**src/rtl/hamming_pkg.sv**
```systemverilog
// Shared types and constants for the streaming nearest-template search engine.
package hamming_pkg;

  typedef enum logic [1:0] {
    IDLE  = 2'd0,
    ACCUM = 2'd1,
    DRAIN = 2'd2,
    HOLD  = 2'd3
  } state_t;

  localparam int CHUNK = 32'sd8;

  function automatic int num_chunks(input int n);
    return (n + CHUNK - 32'sd1) / CHUNK;
  endfunction

endpackage

```
**src/rtl/hamming_min_search_popcount.sv**
```systemverilog
// Combinational popcount of one CHUNK-wide slice of the XOR vector.
module popcount_chunk
  import hamming_pkg::*;
(
  input  logic [CHUNK-1:0] din,
  output logic [3:0]       cnt
);

  // Count set bits of the slice
  always_comb begin
    cnt = 4'd0;
    for (int i = 0; i < CHUNK; i++) begin
      cnt = cnt + {3'd0, din[i]};
    end
  end

endmodule

```
**src/rtl/hamming_min_search.sv**
```systemverilog
// Streams a frame of candidates against a stored template and reports the
// minimum Hamming distance, its beat index, a threshold match and beat count.
module hamming_min_search
  import hamming_pkg::*;
#(
  parameter int InN  = 40,
  parameter int OutN = 6,
  parameter int IdxN = 8
) (
  input  logic            Clock,
  input  logic            nReset,
  input  logic            ref_load,
  input  logic [InN-1:0]  ref_data,
  input  logic [OutN-1:0] threshold,
  input  logic            in_valid,
  output logic            in_ready,
  input  logic [InN-1:0]  in_data,
  input  logic            in_last,
  output logic            out_valid,
  input  logic            out_ready,
  output logic [OutN-1:0] out_dist,
  output logic [IdxN-1:0] out_idx,
  output logic            out_match,
  output logic [IdxN-1:0] out_count,
  output logic            busy
);

  localparam int NCH  = num_chunks(InN);
  localparam int PW   = NCH * CHUNK;
  localparam int SW   = $clog2(InN + 1) + 1;
  localparam int DMAX = (32'sd1 << OutN) - 32'sd1;

  state_t          state_r, state_n;
  logic            ready_r, ready_n, busy_r;
  logic [InN-1:0]  tmpl_r;
  logic [IdxN-1:0] cnt_r;
  logic [OutN-1:0] thr_r;
  logic            accept_s, first_s;
  logic [IdxN-1:0] bidx_s;

  logic            s1_valid_r, s1_last_r, s1_first_r;
  logic [IdxN-1:0] s1_idx_r;
  logic [InN-1:0]  s1_x_r;
  logic [PW-1:0]   pad_s;
  logic [3:0]      pc_s [NCH];
  logic            s2_valid_r, s2_last_r, s2_first_r;
  logic [IdxN-1:0] s2_idx_r;
  logic [3:0]      s2_pc_r [NCH];
  logic [SW-1:0]   sum_s;
  logic [OutN-1:0] dist_s, min_r;
  logic [IdxN-1:0] min_idx_r;
  logic            s3_done_r;

  logic            out_valid_r, out_match_r;
  logic [OutN-1:0] out_dist_r;
  logic [IdxN-1:0] out_idx_r, out_count_r;

  // A template load steals the cycle so no beat is compared against a half-written template
  assign in_ready  = ready_r & ~((state_r == IDLE) & ref_load);
  assign accept_s  = in_valid & in_ready;
  assign first_s   = (state_r == IDLE);
  assign bidx_s    = first_s ? '0 : cnt_r;
  assign out_valid = out_valid_r;
  assign out_dist  = out_dist_r;
  assign out_idx   = out_idx_r;
  assign out_match = out_match_r;
  assign out_count = out_count_r;
  assign busy      = busy_r;

  // Next-state logic
  always_comb begin
    state_n = state_r;
    case (state_r)
      IDLE: begin
        if (accept_s) state_n = in_last ? DRAIN : ACCUM;
        else          state_n = IDLE;
      end
      ACCUM: begin
        if (accept_s && in_last) state_n = DRAIN;
        else                     state_n = ACCUM;
      end
      DRAIN: begin
        if (s3_done_r) state_n = HOLD;
        else           state_n = DRAIN;
      end
      HOLD: begin
        if (out_ready) state_n = IDLE;
        else           state_n = HOLD;
      end
      default: state_n = IDLE;
    endcase
    ready_n = (state_n == IDLE) || (state_n == ACCUM);
  end

  // State, template, beat counter and frame threshold
  always_ff @(posedge Clock or negedge nReset) begin
    if (!nReset) begin
      state_r <= IDLE;
      ready_r <= 1'b0;
      busy_r  <= 1'b0;
      tmpl_r  <= '0;
      cnt_r   <= '0;
      thr_r   <= '0;
    end else begin
      state_r <= state_n;
      ready_r <= ready_n;
      busy_r  <= (state_n != IDLE);
      if (first_s && ref_load) tmpl_r <= ref_data;
      if (accept_s) begin
        if (first_s)            cnt_r <= IdxN'(32'd1);
        else if (cnt_r != '1)   cnt_r <= cnt_r + IdxN'(32'd1);
        if (first_s)            thr_r <= threshold;
      end
    end
  end

  assign pad_s = PW'(s1_x_r);

  for (genvar g = 0; g < NCH; g++) begin : g_chunk
    popcount_chunk u_pc (
      .din (pad_s[g*CHUNK +: CHUNK]),
      .cnt (pc_s[g])
    );
  end

  // Sum the chunk counts and saturate to the distance width
  always_comb begin
    sum_s = '0;
    for (int i = 0; i < NCH; i++) begin
      sum_s = sum_s + SW'(s2_pc_r[i]);
    end
    if (int'(sum_s) > DMAX) dist_s = '1;
    else                    dist_s = OutN'(sum_s);
  end

  // Three-stage distance pipeline; strict less-than keeps the lowest index on ties
  always_ff @(posedge Clock or negedge nReset) begin
    if (!nReset) begin
      s1_valid_r <= 1'b0;
      s1_last_r  <= 1'b0;
      s1_first_r <= 1'b0;
      s1_idx_r   <= '0;
      s1_x_r     <= '0;
      s2_valid_r <= 1'b0;
      s2_last_r  <= 1'b0;
      s2_first_r <= 1'b0;
      s2_idx_r   <= '0;
      for (int i = 0; i < NCH; i++) s2_pc_r[i] <= 4'd0;
      min_r      <= '0;
      min_idx_r  <= '0;
      s3_done_r  <= 1'b0;
    end else begin
      s1_valid_r <= accept_s;
      s1_last_r  <= accept_s & in_last;
      s1_first_r <= accept_s & first_s;
      s1_idx_r   <= bidx_s;
      s1_x_r     <= in_data ^ tmpl_r;
      s2_valid_r <= s1_valid_r;
      s2_last_r  <= s1_last_r;
      s2_first_r <= s1_first_r;
      s2_idx_r   <= s1_idx_r;
      for (int i = 0; i < NCH; i++) s2_pc_r[i] <= pc_s[i];
      s3_done_r  <= s2_valid_r & s2_last_r;
      if (s2_valid_r && (s2_first_r || (dist_s < min_r))) begin
        min_r     <= dist_s;
        min_idx_r <= s2_idx_r;
      end
    end
  end

  // Result registers, frozen while the result is offered
  always_ff @(posedge Clock or negedge nReset) begin
    if (!nReset) begin
      out_valid_r <= 1'b0;
      out_dist_r  <= '0;
      out_idx_r   <= '0;
      out_match_r <= 1'b0;
      out_count_r <= '0;
    end else if (state_r == DRAIN && s3_done_r) begin
      out_valid_r <= 1'b1;
      out_dist_r  <= min_r;
      out_idx_r   <= min_idx_r;
      out_match_r <= (min_r <= thr_r);
      out_count_r <= cnt_r;
    end else if (state_r == HOLD && out_ready) begin
      out_valid_r <= 1'b0;
    end
  end

endmodule

```
**config.mk**
```make
export PLATFORM = sky130hd
export DESIGN_NAME = hamming_min_search
export DESIGN_NICKNAME = d
export VERILOG_FILES = /design/src/rtl/hamming_pkg.sv /design/src/rtl/hamming_min_search_popcount.sv /design/src/rtl/hamming_min_search.sv
export SDC_FILE = /design/constraint.sdc
export NUM_CORES = 1
export LEC_CHECK = 0
export BUFFER_PORTS_ARGS = -buffer_cell sky130_fd_sc_hd__buf_2
export CORE_MARGIN = 5
export CORE_UTILIZATION = 57
export CTS_CLUSTER_DIAMETER = 200
export DETAILED_ROUTE_END_ITERATION = 10
export PLACE_DENSITY = 0.8
export RECOVER_POWER = 100
export SLEW_MARGIN = 5
export SYNTH_ARGS = -nofsm -noshare
export SYNTH_HDL_FRONTEND = slang
export SYNTH_SLANG_ARGS = --single-unit
```
**constraint.sdc**
```tcl
create_clock -name Clock -period 5.9 [get_ports Clock]
set_clock_uncertainty 0.1 [all_clocks]
set_input_delay 1.18 -clock Clock [delete_from_list [all_inputs] [get_ports Clock]]
set_output_delay 1.18 -clock Clock [all_outputs]
set_load 0.01 [all_outputs]
```
Word level (Yosys, flattened, before mapping)
Index checks and enable logic that the tools add are counted.
Widths: inputs -> output; s select.
{"block": "totals", "ff_bits": 179, "input_bits": 92, "output_inout_bits": 26}
{"block": "classes", "n_addsub": 40, "n_lt_le_gt_ge": 3, "n_eq_ne": 5, "mux": 12, "n_bitwise": 8, "reduce_logical": 14}
{"operator": "$add 4x1->4", "n": 30}
{"operator": "$xor 40x40->40", "n": 1}
{"operator": "$mux 8", "n": 3}
{"operator": "$add 1x1->2", "n": 5}
{"operator": "$add 8x1->8 const B", "n": 1}
{"operator": "$mux 2", "n": 4}
{"operator": "$ne 8x8->1 const B", "n": 1}
{"operator": "$pmux 2 s4", "n": 1}
{"operator": "$add 6x4->7", "n": 1}
{"operator": "$add 7x4->7", "n": 1}
{"operator": "$gt 7x6->1 const B", "n": 1}
{"operator": "$add 5x4->6", "n": 1}
{"operator": "$and 1x1->1", "n": 6}
{"operator": "$le 6x6->1", "n": 1}
{"operator": "$lt 6x6->1", "n": 1}
{"operator": "$mux 6", "n": 1}
{"operator": "$reduce_bool 2->1", "n": 3}
{"operator": "$add 4x4->5", "n": 1}
{"operator": "$logic_and 1x1->1", "n": 5}
{"operator": "$eq 2x1->1 const B", "n": 2}
{"operator": "$eq 2x2->1 const B", "n": 2}
{"operator": "$logic_not 2->1", "n": 2}
{"operator": "$reduce_and 2->1", "n": 2}
{"operator": "$mux 1", "n": 3}
{"operator": "2 further kinds", "n": 3}

Depth between registers and ports, before layout
Gate-level depths: netlist of the first run.
{"block": "depth", "depth_word": 10, "ltp_mapped": 18, "mapped_depth_nobuf": 17}

Modules after synthesis
A second synthesis of the first run with hierarchy kept.
{"block": "unflattened", "hier_cells": 614, "hier_area_um2": 8010.2}
{"module": "hamming_min_search", "instances": 1, "cells_each": 494, "area_per_inst_um2": 7059.3, "seq_area_each_um2": 4479.3}
{"module": "popcount_chunk", "instances": 5, "cells_each": 24, "area_per_inst_um2": 190.2, "seq_area_each_um2": 0.0}

Worst setup path before layout of the first run
OpenSTA, ideal clock, no wires.
{"block": "synth_path", "path_type": "reg-to-reg", "from": "reg s2_pc_r[2] (netlist name)", "to": "reg min_idx_r[4]", "setup_time_ns": 0.125, "arrival_ns": 4.424, "t_required_ns": 5.675, "path_slack_ns": 1.251, "path_stages_with_launch": 17, "path_buffers": 1, "period_less_slack_ns": 4.649, "path_cell_list": "dfrtp_1 -> inv_1 -> fa_1 -> inv_1 -> fa_1 -> fa_1 -> ha_1 -> a21o_1 -> a21oi_1 -> a2bb2oi_1 -> nand2_1 -> ha_1 -> nand4_1 -> or3_1 -> o221ai_4 -> buf_6 -> mux2_4"}
{"block": "synth_between", "elab_chain_cells": 6}
{"item": "start, declared", "line": "hamming_min_search.sv:48", "source": "logic [3:0] s2_pc_r [NCH];"}
{"item": "$add 7x4->7 *", "line": "hamming_min_search.sv:130", "source": "sum_s = sum_s + SW'(s2_pc_r[i]);"}
{"item": "$gt 7x6->1", "line": "hamming_min_search.sv:132", "source": "if (int'(sum_s) > DMAX) dist_s = '1;"}
{"item": "$mux 6 *", "line": "hamming_min_search.sv:132"}
{"item": "named net dist_s[3]", "line": "hamming_min_search.sv:50", "source": "logic [OutN-1:0] dist_s, min_r;"}
{"item": "$lt 6x6->1 *", "line": "hamming_min_search.sv:164", "source": "if (s2_valid_r && (s2_first_r || (dist_s < min_r))) begin"}
{"item": "$logic_or 1x1->1 *", "line": "hamming_min_search.sv:164"}
{"item": "$logic_and 1x1->1 *", "line": "hamming_min_search.sv:164"}
{"item": "end signal, assigned", "line": "hamming_min_search.sv:166", "source": "min_idx_r <= s2_idx_r;"}
{"item": "end, declared", "line": "hamming_min_search.sv:51", "source": "logic [IdxN-1:0] min_idx_r;"}
Mark *: on every way through the listed nets, which the timed path passes. The rest lies on a longest branch.
A chain may end at the register's enable or synchronous reset.

Worst setup path in the final report of the first run
{"block": "layout_path", "from": "reg s2_pc_r[2] (netlist name)", "to": "reg min_idx_r[3]"}
Same word-level chain as after synthesis.

==> impl_metrics.yaml, run 1 <==
run_status:
  status: "finished with violations"
  violations: "max-capacitance violations, max-slew violations"
worst_setup_path:
  worstPathRequired_ns: 6.10
  cp_max_fo: 14
  r2r_cells: 15
  worstPathArrival_ns: 5.29
  start_kind: "flip-flop"
  endpoint_kind: "flip-flop"
  timing.setup.critical_path_class: "flip-flop to flip-flop"
cells_and_area:
  fillCellCount: 1035
  utilization: 0.6662
  area_delta_synth_final_pct: 15.48
  finalNetCount: 879
  diodes: 0
  drive_gt1_frac: 0.2411
  fin_area_um2: 9175
clock_tree:
  insertion_delay_ns: 0.42
  htreeDepth: 4
  post-cts-setup-buffer-count: 0
  holdBufCountCts: 0
  post_cts_resized: 0
  numClockSinks: 179
  cts_tree: "yes"
  cts_root_buf: "clkbuf_16"
  cts_max_path_buffers: 2
  cts_made_buffers: 17
  clkTransAtPathRegs_ns: 0.06
place:
  dp_hpwl_mm: 10.39
  io_buffers: 117
  gp_congestion: 0.8028
  place_area_um2: 8730
routing:
  vias: 4565
  wl_met2_mm: 7.401
  drc: 0
  vias_per_cell: 4.995
  dr.max_layer_used: "met4"
  dr.pass1.iters: 4
  routed_wl_mm: 14.03
  drtIter0Drc: 252
  drt-met1-wl_mm: 5.808
  ant_nets: 0
  avgRoutedWirePerCell_um: 15.35
  wl_met3_um: 548
floorplan:
  placementRows: 43
  start_util: 0.5769
  die_width_um: 128.1
  pin_count: 118
  chipHeight_um: 128.1
  core_um2: 13770
  die-area_um2: 16400
timing:
  rsz0062_at_grt: "no"
  period_minus_slack_ns: 5.095
  hold_viol: 0
  whs_ns: 0.2454
  fin_crit_sh: 0.8636
  fmaxAchievable_ghz: 0.1963
  fin_setup_tns_ns: 0
  tightestPinTransition_ns: 3.327
  relSlewSlack: -1.218
  slew_viol_final: 128
  setup_viol: 0
worst_hold_path:
  whs_path_depth: 0
  hp-class: "flip-flop to flip-flop"
logic_synthesis:
  netlist_top_cells_count: "179 x dfrtp_1, 94 x inv_1, 60 x mux2_2, 41 x xor2_1, 34 x ha_1"
  netlist.area_leader.share: 0.5638
  synth_largest_area_cell: "dfrtp_1"
  synth-edff-count: 0
  synthTopCellsByArea: "dfrtp_1 56%, mux2_2 8.5%, fa_1 7.8%, ha_1 5.4%, xor2_1 4.5%"
  yosysMostFrequentCell: "dfrtp_1"
  syn_nets: 751
  synthArstFlopShare: 1.000
  ys.flop_type: "dfrtp_1"
  synth.yosys.seq_area_share: 0.5638
  ys_ff_latch: 179
  syn_area_um2: 7945
  avgSynthCellArea_um2: 13.38
  synthDistinctLibCells: 51
  synthCells: 594
  ys_warn_count: 0
global_routing:
  grt_max_degree: 67
  antenna_found_initial: 0
  gr-total-overflow: 0
  grt.total_usage: 0.1865
  grt_pass1_wl_mm: 24.13
  grt_pass1_vias: 5189
job:
  drv_cap: 3
## final cells by class
type                       instances  area [um^2]  area share
clock inverter                    11        127.6     0.01391
sequential                       179         4479      0.4882
clock buffer                      20        446.7     0.04868
multi-input combinational        309         2983      0.3251
timing repair buffer             120        556.8     0.06068
tap                              180        225.2     0.02455
inverter                          95        356.6     0.03887
## kinds of logic (layout without fill, tap and decap cells)
kind of cell | count (synthesis) | in the layout | synth area share
fa+ha+maj | 65 | 65 | 0.1317
mux | 71 | 71 | 0.1047
flops | 179 | 179 | 0.5638
simple gates | 77 | 77 | 0.05402
buf+inv | 106 | 246 | 0.05260
compound gates | 45 | 45 | 0.03701
xor+xnor | 51 | 51 | 0.05622
## critical path, stage by stage (launching register included)
cell and delay (ns):
dfrtp_1 0.33, inv_1 0.05, fa_1 0.53, inv_1 0.05
fa_1 0.52, fa_1 0.45, ha_1 0.31, a21o_1 0.17
a21oi_1 0.28, a2bb2oi_1 0.34, nand2_1 0.14, ha_1 0.32
nand4_1 0.09, or3_1 0.37, o221ai_4 0.51, mux2_2 0.41
## per-layer routing
layer / GRT usage / vias to the layer above
li1: - / 2154
met1: 0.2362 / 2276
met2: 0.3201 / 108
met3: 0.03667 / 27
met4: 0.06866 / 0
met5: 0 / -
## layout by cell type (no fill, tap or decap), types with 12 or more instances in the layout
cell type and count:
clkbuf_1 39, nand2_1 23, buf_2 81, clkbuf_16 17, inv_1 95, fa_1 31, a21oi_1 13, o21ai_0 16
nor2b_1 16, ha_1 34, mux2_2 60, xor2_1 41, dfrtp_1 179, nor2_1 12
## path summary, 6_finish.rpt
path	slack [ns]	endpoint	startpoint
hold reg to reg	0.25	s2_idx_r[7]$_DFF_PN0_	s1_idx_r[7]$_DFF_PN0_
hold / removal	0.25	s2_idx_r[7]$_DFF_PN0_	s1_idx_r[7]$_DFF_PN0_
setup / recovery	0.80	min_idx_r[3]$_DFFE_PN0P_	s2_pc_r[2]$_DFF_PN0_
min in group asynchronous	1.77	out_idx[5]$_DFFE_PN0P_	nReset
setup reg to reg	0.80	min_idx_r[3]$_DFFE_PN0P_	s2_pc_r[2]$_DFF_PN0_
max in group asynchronous	1.33	s1_idx_r[7]$_DFF_PN0_	nReset
## flip-flops by register name (all words and copies together), names as in the netlist, 2 cells and up
register / count
out_idx: 8
s2_idx_r: 8
min_r: 6
pad_s: 40
out_count: 8
cnt_r: 8
out_dist: 6
thr_r: 6
tmpl_r: 40
min_idx_r: 8
s2_pc_r: 20
state_r: 2
s1_idx_r: 8
## metrics by stage
step | std cells | worst slack [ns]
after global placement | 883 | 0.9962
after detailed placement | 883 | 0.7211
after CTS | 914 | 0.7156
final | 914 | 0.8046
after global routing | 914 | 0.3465
after floorplan | 594 | 1.251
Power of run 1 is left out: the tool's default activity adds up to more than one toggle a clock period on the data nets, which glitch-free logic cannot reach.
==> run 2, diff against run 1 <==
Clock period 5.9 ns to 5.7 ns, I/O delays scaled along.
==> run 2 against run 1 <==
The run still ends with max-capacitance violations, max-slew violations left; utilization increased by 0.14 points; cell area rose by 0.20%; routed wire length is 1.1% lower; critical path depth unchanged.
==> impl_metrics.yaml, run 2 (synthesis results as in run 1) <==
run_status:
  status: "finished with violations"
  violations: "max-capacitance violations, max-slew violations"
clock_tree:
  cts_made_buffers: 17
  insertion_delay_ns: 0.42
  cts_tree: "yes"
  numClockSinks: 179
  post-cts-setup-buffer-count: 0
  cts_max_path_buffers: 2
  holdBufCountCts: 0
  cts_root_buf: "clkbuf_16"
  htreeDepth: 4
  clkTransAtPathRegs_ns: 0.07
  post_cts_resized: 0
place:
  gp_congestion: 0.8040
  io_buffers: 117
  dp_hpwl_mm: 10.36
floorplan:
  die_width_um: 128.1
  die-area_um2: 16400
  start_util: 0.5769
  core_um2: 13770
  placementRows: 43
  chipHeight_um: 128.1
  pin_count: 118
global_routing:
  gr-total-overflow: 0
  grt_pass1_vias: 5144
  grt_pass1_wl_mm: 23.72
  grt_max_degree: 79
  antenna_found_initial: 0
  grt.total_usage: 0.1841
worst_setup_path:
  cp_max_fo: 14
  endpoint_kind: "flip-flop"
  start_kind: "flip-flop"
  worstPathArrival_ns: 5.29
  timing.setup.critical_path_class: "flip-flop to flip-flop"
  worstPathRequired_ns: 5.91
timing:
  fin_setup_tns_ns: 0
  hold_viol: 0
  relSlewSlack: -1.597
  setup_viol: 0
  period_minus_slack_ns: 5.082
  fin_crit_sh: 0.8915
  rsz0062_at_grt: "no"
  tightestPinTransition_ns: 3.895
  fmaxAchievable_ghz: 0.1968
  slew_viol_final: 140
worst_hold_path:
  hp-class: "flip-flop to flip-flop"
cells_and_area:
  area_delta_synth_final_pct: 15.72
  drive_gt1_frac: 0.2408
  mostFrequentLayoutCell: "dfrtp_1"
  diodes: 0
  finalNetCount: 880
  final_cell_mix: "179 x dfrtp_1, 95 x inv_1, 79 x buf_2, 60 x mux2_2, 41 x xor2_1"
routing:
  routed_wl_mm: 13.87
  vias: 4575
  avgRoutedWirePerCell_um: 15.16
  dr.pass1.iters: 4
  vias_per_cell: 5.000
  drtIter0Drc: 192
  drc: 0
  ant_nets: 0
job:
  drv_cap: 3
[run 2: cell types whose count changed in the layout (fill, tap and decap cells not counted)]
cell,change
buf_4,+1
inv_8,+2
buf_2,-2
clkbuf_2,-1
clkbuf_1,+1
[run 2: path summary, 6_finish.rpt]
check,from,to,slack [ns],cells past startpoint
setup / recovery,s2_pc_r[2]$_DFF_PN0_,min_idx_r[1]$_DFFE_PN0P_,0.62,15
hold / removal,s1_first_r$_DFF_PN0_,s2_first_r$_DFF_PN0_,0.24,0
setup reg to reg,s2_pc_r[2]$_DFF_PN0_,min_idx_r[1]$_DFFE_PN0P_,0.62,15
hold reg to reg,s1_first_r$_DFF_PN0_,s2_first_r$_DFF_PN0_,0.24,0
max in group asynchronous,nReset,pad_s[7]$_DFF_PN0_,1.32,2
min in group asynchronous,nReset,out_idx[2]$_DFFE_PN0P_,1.97,1
[run 2: area by class of cell]
cell class	count	area, um^2
fillers	1042	4579
flip-flops and latches	179	4479
multi-input cells	309	2983
repair buffers	121	560.5
clock buffers	18	439.2
inverters	95	356.6
well taps	180	225.2
clock inverters	13	150.1
[run 2: critical path, stage by stage (launching register included)]
cell,delay (ns)
dfrtp_1,0.34
inv_1,0.06
fa_1,0.54
inv_1,0.05
fa_1,0.52
fa_1,0.45
ha_1,0.31
a21o_1,0.17
a21oi_1,0.28
a2bb2oi_1,0.33
nand2_1,0.13
ha_1,0.32
nand4_1,0.08
or3_1,0.37
o221ai_4,0.50
mux2_2,0.41
[run 2: per-layer routing]
metal  vias to the layer above  share of wire  GRT usage
met2                       105           0.51     0.3056
met4                         0          0.022    0.07054
met5                         -              0          0
met3                        28          0.046    0.04542
met1                      2279           0.42     0.2355
li1                       2163              -          -
[run 2: per-stage QoR]
stage / setup WS [ns] / hold slack [ns] / utilization / cell area (um^2) / std cells
2_1_floorplan: 1.051 / 0.2312 / - / 7945 / 594
3_3_place_gp: 0.7887 / 0.2317 / 0.6338 / 8730 / 883
3_5_place_dp: 0.5481 / 0.2355 / 0.6338 / 8730 / 883
4_1_cts: 0.5381 / 0.2451 / 0.6766 / 9319 / 914
5_1_grt: 0.3250 / 0.2497 / 0.6675 / 9194 / 915
6_report: 0.6182 / 0.2423 / 0.6675 / 9194 / 915
Power of run 2 is left out for the same reason.
==> run 3, diff against run 2 <==
Settings changed: BUFFER_PORTS_ARGS -buffer_cell sky130_fd_sc_hd__buf_2 to unset, CORE_ASPECT_RATIO set to 1.2, CORE_UTILIZATION 57 to 50, DONT_BUFFER_PORTS set to 1, PLACE_DENSITY 0.8 to 0.65.
==> run 3 against run 2 <==
The flow still finishes with violations (max-capacitance violations, max-slew violations); highest routed layer unchanged; critical path depth unchanged; largest cell class unchanged; maximum frequency barely moved; setup slack lost 0.0026 ns.
==> impl_metrics.yaml, run 3 (synthesis results as in run 1) <==
routing:
  dr.pass1.iters: 4
  drtIter0Drc: 182
  avgRoutedWirePerCell_um: 15.10
  ant_nets: 0
  drc: 0
  vias_per_cell: 4.847
  routed_wl_mm: 12.46
  vias: 3999
global_routing:
  grt_use_met3: 0.05352
  gr-usage-met2: 0.2452
  grt-busiest-layer: "met2"
  antenna_found_initial: 1
  gr-total-overflow: 0
  grt_pass1_wl_mm: 21.81
  grt_max_degree: 180
  grt.total_usage: 0.1481
  grt_use_met1: 0.1766
  grt_pass1_vias: 4505
worst_setup_path:
  worstPathArrival_ns: 5.30
  timing.setup.critical_path_class: "flip-flop to flip-flop"
  rrSetupSlack_ns: 0.62
  crit_slowest_cell: "fa_1"
  crit_path_max_incr_delay_ns: 0.54
  cpMostUsedCell: "fa_1"
  critPathTopFamily: "adder cells"
  crit_chain: "inv_1 -> fa_1 -> inv_1 -> fa_1 -> fa_1 -> ha_1 -> a21o_1 -> a21oi_1 -> a2bb2oi_1 -> nand2_1 -> ha_1 -> nand4_1 -> or3_1 -> o221ai_4 -> mux2_2"
  endpoint_kind: "flip-flop"
  worst-path-buf-inv: 2
  cp_max_fo: 14
  start_kind: "flip-flop"
  worstPathRequired_ns: 5.91
clock_tree:
  cts_max_path_buffers: 2
  cts_made_buffers: 17
  clkTransAtPathRegs_ns: 0.07
  cts_tree: "yes"
  insertion_delay_ns: 0.43
  htreeDepth: 4
  numClockSinks: 179
  holdBufCountCts: 0
  post-cts-setup-buffer-count: 0
  post_cts_resized: 0
  cts_root_buf: "clkbuf_16"
timing:
  rsz0062_at_grt: "no"
  setup_viol: 0
  fin_setup_tns_ns: 0
  relSlewSlack: -0.5425
  fmaxAchievable_ghz: 0.1967
  hold_viol: 0
  period_minus_slack_ns: 5.084
  tightestPinTransition_ns: 2.314
  fin_crit_sh: 0.8920
  slew_viol_final: 61
place:
  gp_congestion: 0.7649
  dp_hpwl_mm: 9.184
  io_buffers: 0
  place_area_um2: 8165
  place_inst: 793
floorplan:
  core_um2: 15640
  placementRows: 50
  pin_count: 118
  die_width_um: 125.1
  chipHeight_um: 148.1
  die-area_um2: 18520
  start_util: 0.5080
cells_and_area:
  fin_cells: 825
  final_cell_mix: "179 x dfrtp_1, 95 x inv_1, 60 x mux2_2, 41 x xor2_1, 34 x ha_1"
  regArea_um2: 4479
  area_delta_synth_final_pct: 9.323
  fin_area_um2: 8686
  fillCellCount: 1332
  finalNetCount: 761
  multi_input_area_um2: 2983
  drive_gt1_frac: 0.1558
  mostFrequentLayoutCell: "dfrtp_1"
worst_hold_path:
  hp-class: "flip-flop to flip-flop"
run_status:
  status: "finished with violations"
  violations: "max-capacitance violations, max-slew violations"
job:
  drv_cap: 2
## run 3: changes by cell type in the layout (fill, tap and decap cells not counted)
cell        previous run  this run
clkbuf_1              40         2
inv_8                  2         4
diode_2                0         1
buf_2                 79         0
clkinv_4               1         4
buf_4                  2         0
and2_0                 0         1
clkbuf_8               1         0
and2_1                 1         0
clkinv_2               2         1
clkinvlp_4             3         0
## run 3: layout make-up
type | count | area share
Tap cell | 208 | 0.02996
Clock inverter | 14 | 0.01973
Clock buffer | 17 | 0.04898
Sequential cell | 179 | 0.5157
Timing Repair Buffer | 2 | 0.0008643
Multi-Input combinational cell | 309 | 0.3434
Antenna cell | 1 | 0.0002881
Inverter | 95 | 0.04105
## run 3: stage by stage
stage / util / setup slack (ns) / hold slack [ns]
2_1_floorplan: - / 1.051 / 0.2312
3_3_place_gp: 0.5221 / 0.7406 / 0.2320
3_5_place_dp: 0.5221 / 0.5301 / 0.2347
4_1_cts: 0.5602 / 0.5224 / 0.2500
5_1_grt: 0.5554 / 0.3363 / 0.2519
6_report: 0.5554 / 0.6156 / 0.2486
## run 3: worst reg2reg max path, stage by stage, from the launching register on
cell	delay [ns]
dfrtp_1	0.32
inv_1	0.05
fa_1	0.54
inv_1	0.05
fa_1	0.52
fa_1	0.44
ha_1	0.32
a21o_1	0.18
a21oi_1	0.30
a2bb2oi_1	0.34
nand2_1	0.13
ha_1	0.32
nand4_1	0.09
or3_1	0.37
o221ai_4	0.49
mux2_2	0.40
## run 3: worst paths after layout
path	from	endpoint	depth (start not counted)
worst max-delay path	s2_pc_r[2]$_DFF_PN0_	min_idx_r[2]$_DFFE_PN0P_	15
worst min-delay path	s1_valid_r$_DFF_PN0_	s2_valid_r$_DFF_PN0_	0
worst max register to register	s2_pc_r[2]$_DFF_PN0_	min_idx_r[2]$_DFFE_PN0P_	15
worst min register to register	s1_valid_r$_DFF_PN0_	s2_valid_r$_DFF_PN0_	0
max in group asynchronous	nReset	pad_s[14]$_DFF_PN0_	0
min in group asynchronous	nReset	pad_s[13]$_DFF_PN0_	0
## run 3: layer usage
| metal | part of all wire | routed length [um] |
|---|---|---|
| met5 | 0 | 0 |
| met4 | 0.019 | 234 |
| met3 | 0.055 | 688 |
| met2 | 0.53 | 6553 |
| met1 | 0.40 | 4981 |
Power of run 3 is left out for the same reason.
